===== src/rtl/spi_sram_controller.sv =====
// rtl/spi_sram_controller.sv - single-word SPI mode-0 read/write controller for a 24-bit-address SRAM
//
// Ports:
//   clk, reset_n                 clock, asynchronous active-low reset
//   request, request_type        one-cycle transfer request (type 0 = read, 1 = write)
//   request_address, data_out    word address and write data, latched on acceptance
//   memory_in                    last word read from the SRAM
//   memory_ready, write_complete one-cycle completion pulses (read / write)
//   memory_critical              one-cycle pulse when a request arrives while busy and is dropped
//   spi_cs_n, spi_sck, spi_mosi  SPI outputs to the SRAM
//   spi_miso                     SPI input from the SRAM
module spi_sram_controller #(
    parameter logic [7:0] READ_CMD  = 8'h03,
    parameter logic [7:0] WRITE_CMD = 8'h02
) (
    input  logic        clk,
    input  logic        reset_n,
    input  logic        request,
    input  logic        request_type,
    input  logic [15:0] request_address,
    input  logic [15:0] data_out,
    output logic [15:0] memory_in,
    output logic        memory_ready,
    output logic        write_complete,
    output logic        memory_critical,
    output logic        spi_cs_n,
    output logic        spi_sck,
    output logic        spi_mosi,
    input  logic        spi_miso
);

    typedef enum logic [1:0] {
        IDLE  = 2'd0,
        SHIFT = 2'd1,
        DONE  = 2'd2
    } state_t;

    // 48 bits x 2 clk per bit; the last 16 bit slots carry the data word
    localparam logic [6:0] LAST_CYCLE = 7'd95;
    localparam logic [6:0] DATA_START = 7'd64;

    state_t      state;
    state_t      state_next;
    logic [6:0]  cnt;
    logic [47:0] frame;
    logic        is_write;

    always_ff @(posedge clk or negedge reset_n) begin
        if (!reset_n) begin
            state <= IDLE;
        end else begin
            state <= state_next;
        end
    end

    always_comb begin
        state_next = state;
        case (state)
            IDLE:    if (request) state_next = SHIFT;
            SHIFT:   if (cnt == LAST_CYCLE) state_next = DONE;
            DONE:    state_next = IDLE;
            default: state_next = IDLE;
        endcase
    end

    // Even counter values are phase A (sck low), odd values phase B (sck high).
    always_comb begin
        spi_cs_n = 1'b1;
        spi_sck  = 1'b0;
        spi_mosi = 1'b0;
        if (state == SHIFT) begin
            spi_cs_n = 1'b0;
            spi_sck  = cnt[0];
            spi_mosi = frame[47];
        end
    end

    // The frame register doubles as the receive register: MISO bits enter at the
    // bottom as the outgoing frame leaves the top, so after the 48th shift the
    // low 16 bits hold the received word with the first byte in [15:8].
    // Completion and drop flags are registered, so they appear one cycle after
    // the state that produced them.
    always_ff @(posedge clk or negedge reset_n) begin
        if (!reset_n) begin
            cnt             <= 7'd0;
            frame           <= 48'd0;
            is_write        <= 1'b0;
            memory_in       <= 16'h0000;
            memory_ready    <= 1'b0;
            write_complete  <= 1'b0;
            memory_critical <= 1'b0;
        end else begin
            memory_critical <= request && (state != IDLE);
            memory_ready    <= (state == DONE) && !is_write;
            write_complete  <= (state == DONE) && is_write;
            case (state)
                IDLE: begin
                    if (request) begin
                        is_write <= request_type;
                        cnt      <= 7'd0;
                        frame    <= {request_type ? WRITE_CMD : READ_CMD,
                                     7'b0, request_address, 1'b0,
                                     request_type ? data_out : 16'h0000};
                    end
                end
                SHIFT: begin
                    if (cnt != LAST_CYCLE) begin
                        cnt <= cnt + 7'd1;
                    end else begin
                        cnt <= 7'd0;
                    end
                    // advance one bit at the edge that ends phase B
                    if (cnt[0]) begin
                        frame <= {frame[46:0], (cnt >= DATA_START) ? spi_miso : 1'b0};
                    end
                end
                DONE: begin
                    if (!is_write) begin
                        memory_in <= frame[15:0];
                    end
                end
                default: ;
            endcase
        end
    end

endmodule


===== config.mk =====
export PLATFORM = sky130hd
export DESIGN_NAME = spi_sram_controller
export DESIGN_NICKNAME = d
export VERILOG_FILES = /design/src/rtl/spi_sram_controller.sv
export SDC_FILE = /design/constraint.sdc
export NUM_CORES = 1
export LEC_CHECK = 0
export ABC_AREA = 1
export CORE_AREA = 4 4 73 109
export CTS_BUF_LIST = sky130_fd_sc_hd__clkbuf_8 sky130_fd_sc_hd__clkbuf_16
export CTS_CLUSTER_SIZE = 10
export DETAILED_ROUTE_END_ITERATION = 10
export DIE_AREA = 0 0 77 113
export PLACE_DENSITY = 0.77
export SYNTH_ARGS = -nofsm -noshare
export SYNTH_HDL_FRONTEND = slang
export SYNTH_SLANG_ARGS = --single-unit

===== constraint.sdc =====
create_clock -name clk -period 1.7 [get_ports clk]
set_input_delay 0.34 -clock clk [delete_from_list [all_inputs] [get_ports clk]]
set_output_delay 0.34 -clock clk [all_outputs]
set_load 0.03 [all_outputs]

# Word-level counts from Yosys, hierarchy flattened
# Cells that the tools add are included.
# word_totals
output_inout_bits	22
input_bits	37
reg_bits	77
# op_classes
n_lt_le_gt_ge	1
reduce_logical	12
bitwise	1
addsub	1
eq_ne	7
n_mux	15
# op_table
op	n
$mux W48	2
$pmux W48 S2	1
$mux W16	1
$mux W7	2
$pmux W7 S2	1
$reduce_and A2 Y1	4
$add A7 B1 Y7 const B	1
$eq A7 B7 Y1 const B	1
$ge A7 B7 Y1 const B	1
$ne A7 B7 Y1 const B	1
$ne A2 B2 Y1 const B	3
$mux W1	5
$mux W2	2
$pmux W2 S2	1
$reduce_bool A2 Y1	2
$logic_and A1 B1 Y1	3
$reduce_and A3 Y1	1
$eq A2 B1 Y1 const B	1
$eq A2 B2 Y1 const B	1
$logic_not A2 Y1	1
$logic_not A1 Y1	1
$not A1 Y1	1

# Logic depth before layout (Yosys ltp)
# depth
word_depth	4
depth_mapped	8

# Least setup slack after synthesis
# Ideal clock, no wire load.
# synth_path
path_type	register to output
startpoint	reg state[1]
endpoint	out spi_mosi
path_buffers	2
setup_slack_ns	0.062
stages_incl_launch_ff	6
t_arrival_ns	1.298
cell_sequence	dfrtp_1 -> inv_1 -> nand2_1 -> buf_4 -> buf_6 -> nor2_1
# synth_between
elab_chain_cells	2
# synth_lines
item	line	source
from (decl)	42	state_t state;
from (signal assigned)	52	state <= state_next;
$eq A2 B1 Y1	71	if (state == SHIFT) begin
$mux W1	71	
to (decl)	28	output logic spi_mosi,
# No other way between the ends.

# Worst setup path after layout
# layout_path
startpoint	reg state[0]
endpoint	out spi_sck
# layout_between
elab_chain_cells	2
# layout_lines
item	line	source
$eq A2 B1 Y1	71	
$mux W1	71	
to (decl)	27	output logic spi_sck,
# No other way between the ends.

==> results.md <==
- Peak supply drop: 0.680 mV
- Largest net degree at the start of global routing: 62
- Num CTS Buffers: 9
- Status: finished, final reports clean
- Syn Std Cell Area: 3440 µm²
- HP Class: reg2reg
- First-pass GRT wire length: 12,900 µm
- R2r setup slk: 0.33 ns
- Max Cap Viol: 0
- CP cell instances: inv_2, nor2_4, nand2_1, inv_2, buf_12
- Final core occ: 60.8%
- Final period utilization: 92.8%
- Clock Path Buffers: 2
- Crit-path max FO: 4
- Final Hold Fails: 0
- Critical Path AT: 1.24 ns
- Setup TNS: 0 ns
- # IOs: 59
- Crit path capture type: output pin
- Endpoints failing setup: 0
- Starting Density: 48.5%
- # diodes: 0
- Post-route minimum period: 1.58 ns
- Via density: 5.07
- Fmax achieved: 0.634 GHz
- Non-Filler Instances: 570
- Crit-path max cell delay: 0.42 ns
- Crit path kind: reg2out
- H-tree levels: 3
- TritonCTS clock tree: done
- Register area share after synthesis: 56.1%
- Top post-synthesis cells by area: dfrtp_1, nand2_1, o21ai_0
- Register cell area after layout: 1930 µm²
- Hold Path Origin: memory_in[8]
- Yosys top cell area share: 56.1%
- PwrDens: 783 nW/µm²
- Synth warn: 0
- PortBufs: 58
- RSZ-0062 raised after global routing: no
- Post-DRT Antenna Nets: 0
- Hold path depth: 2
- Die area: 8700 µm²
- Drt wl/cell: 13.0 µm
- Critical path's slowest cell: dfrtp_2
- CP delay by family, top: flip-flops
- Die H: 113 µm
- Avg Inst Size Synth: 8.07 µm²
- Reg-to-reg critical path startpoint: state[0]
- Post-synthesis register bit count: 77
- Vias: 2,892
- Post-route DRC: 0
- Initial antenna violation count: 0
- Die Span X: 77 µm
- Multi-input logic area: 1260 µm²
- CTS Root Cell: clkbuf_8
- Vias in the first global route: 2,864
- Slew of the pin with the lowest slew margin: 0.459 ns
- Clk sinks: 77
- Synthesized instance count: 426
- Cell taking the most area after synthesis: dfrtp_1
- Total Routing Usage GR: 18.3%
- Detailed placer's ending HPWL: 5070 µm
- Post-Syn Nets: 464
- Lkg Pwr: 0.00222 µW
- Slew Viols, Final: 0
- Drt first pass iters: 7
- Layout area overhead: 25.4%
- Placed cell count: 553
- Critical path buffers and inverters: 3
- Share of cells above drive strength 1: 7.96%
- RePlAce Congestion: 0.870
- Clock Latency Late Sink: 0.35 ns
- Hold Path Sink: memory_in[8]
- Reg-to-reg endpoint: frame[40]
- Critical path launch point type: register
- Starting DRC count in detailed routing: 223
- Reg2Reg Depth: 7
- Critical Path RT: 1.36 ns
- Grt ovf: 0
- Total design power: 3370 µW
- Cell row count: 38
- Core footprint: 7080 µm²
- Filler cell count: 636
- CP most frequent cell: inv_2
- Clk slew on worst S/H paths: 0.08 ns
- Nets: 523
- Rel. slew slack: 69.4%
- Crit path depth: 5
- Total wire length: 7410 µm
- Clk_skew: 0.0116 ns
- Post-synthesis cell type count: 19
==> metrics by stage <==
step	area (µm²)	worst slack, ns	hold slack, ns
final	4310	0.122	0.474
after global routing	4310	0.0357	0.497
after global placement	4110	0.120	0.320
after detailed placement	4110	0.0811	0.326
after floorplan	3440	0.0619	0.0444
after CTS	4300	0.0100	0.480
==> worst max-delay path by stage <==
stage / from / end / slack, ns
after floorplan: state[1] / spi_mosi / 0.06
after global placement: request / frame[40] / 0.12
after global routing: state[1] / spi_mosi / 0.04
final: state[0] / spi_sck / 0.12
after CTS: memory_ready / memory_ready / 0.01
after detailed placement: request / frame[40] / 0.08
==> sequential cells by signal, summed over array words and instances, names as in the netlist <==
signal / count
frame: 48
memory_in: 16
cnt: 7
state: 2
is_write: 1
memory_critical: 1
memory_ready: 1
write_complete: 1
==> where the power goes <==
part           switching, µW  internal (µW)
registers              0.910           1830
clock network            642            748
logic                   63.1           86.1
==> cell families after synthesis <==
logic type                 Yosys count  share of synthesized area (%)
adders and majority gates            1                          0.364
buffers and inverters               54                           7.47
and+or+nand+nor                    238                           27.9
DFF                                 77                           56.1
AOI/OAI and AO/OA                   56                           8.23
==> layout make-up <==
cell class | count | share of cell area, %
Clock inverter | 5 | 1.19
Timing Repair Buffer | 71 | 16.3
Inverter | 31 | 2.70
Sequential cell | 77 | 44.8
Tap cell | 80 | 2.32
Clock buffer | 11 | 3.51
Multi-Input combinational cell | 295 | 29.2
==> cell usage in the layout, fill, tap and decap left out, drive strengths merged <==
| cell | n |
|---|---|
| dfrtp | 77 |
| o21ai | 53 |
| nand4 | 1 |
| nand2 | 187 |
| o211ai | 1 |
| inv | 33 |
| clkbuf | 11 |
| nand3 | 38 |
| a21oi | 2 |
| dlymetal6s2s | 1 |
| bufinv | 1 |
| dlygate4sd2 | 18 |
| clkdlybuf4s50 | 35 |
| nor2 | 9 |
| buf | 16 |
| nor3 | 3 |
| clkinv | 2 |
| dlygate4sd3 | 1 |
| ha | 1 |
==> routing by layer <==
layer  global-route usage [%]  vias to the layer above  routed length (µm)
met2                     32.1                       71                3760
met4                     7.13                        0                 133
met3                     4.62                       12                 391
met1                     21.5                     1358                3130
met5                        0                        -                   0
li1                         -                     1451                   -
==> worst reg2reg max path, cell delays in order (launching register included) <==
cell     delay (ns)
dfrtp_2        0.45
inv_2          0.09
nor2_4         0.04
nand2_1        0.10
nand2_2        0.10
inv_2          0.34
nand2_1        0.11
o21ai_0        0.09
==> synthesized netlist by cell type, drive strengths merged <==
cell type  count
nand2        187
dfrtp         77
o21ai         53
nand3         38
inv           31
buf           20
nor2           9
clkbuf         3
nor3           3
a21oi          2
ha             1
nand4          1
o211ai         1
==> timing repair <==
action                     CTS  global route
gates resized for setup     19             6
buffers inserted             0             0
setup endpoints to repair   19             3
hold endpoints to repair    33             0
hold buffers                 1             0
Note: power is estimated with default switching activity, not from simulation.
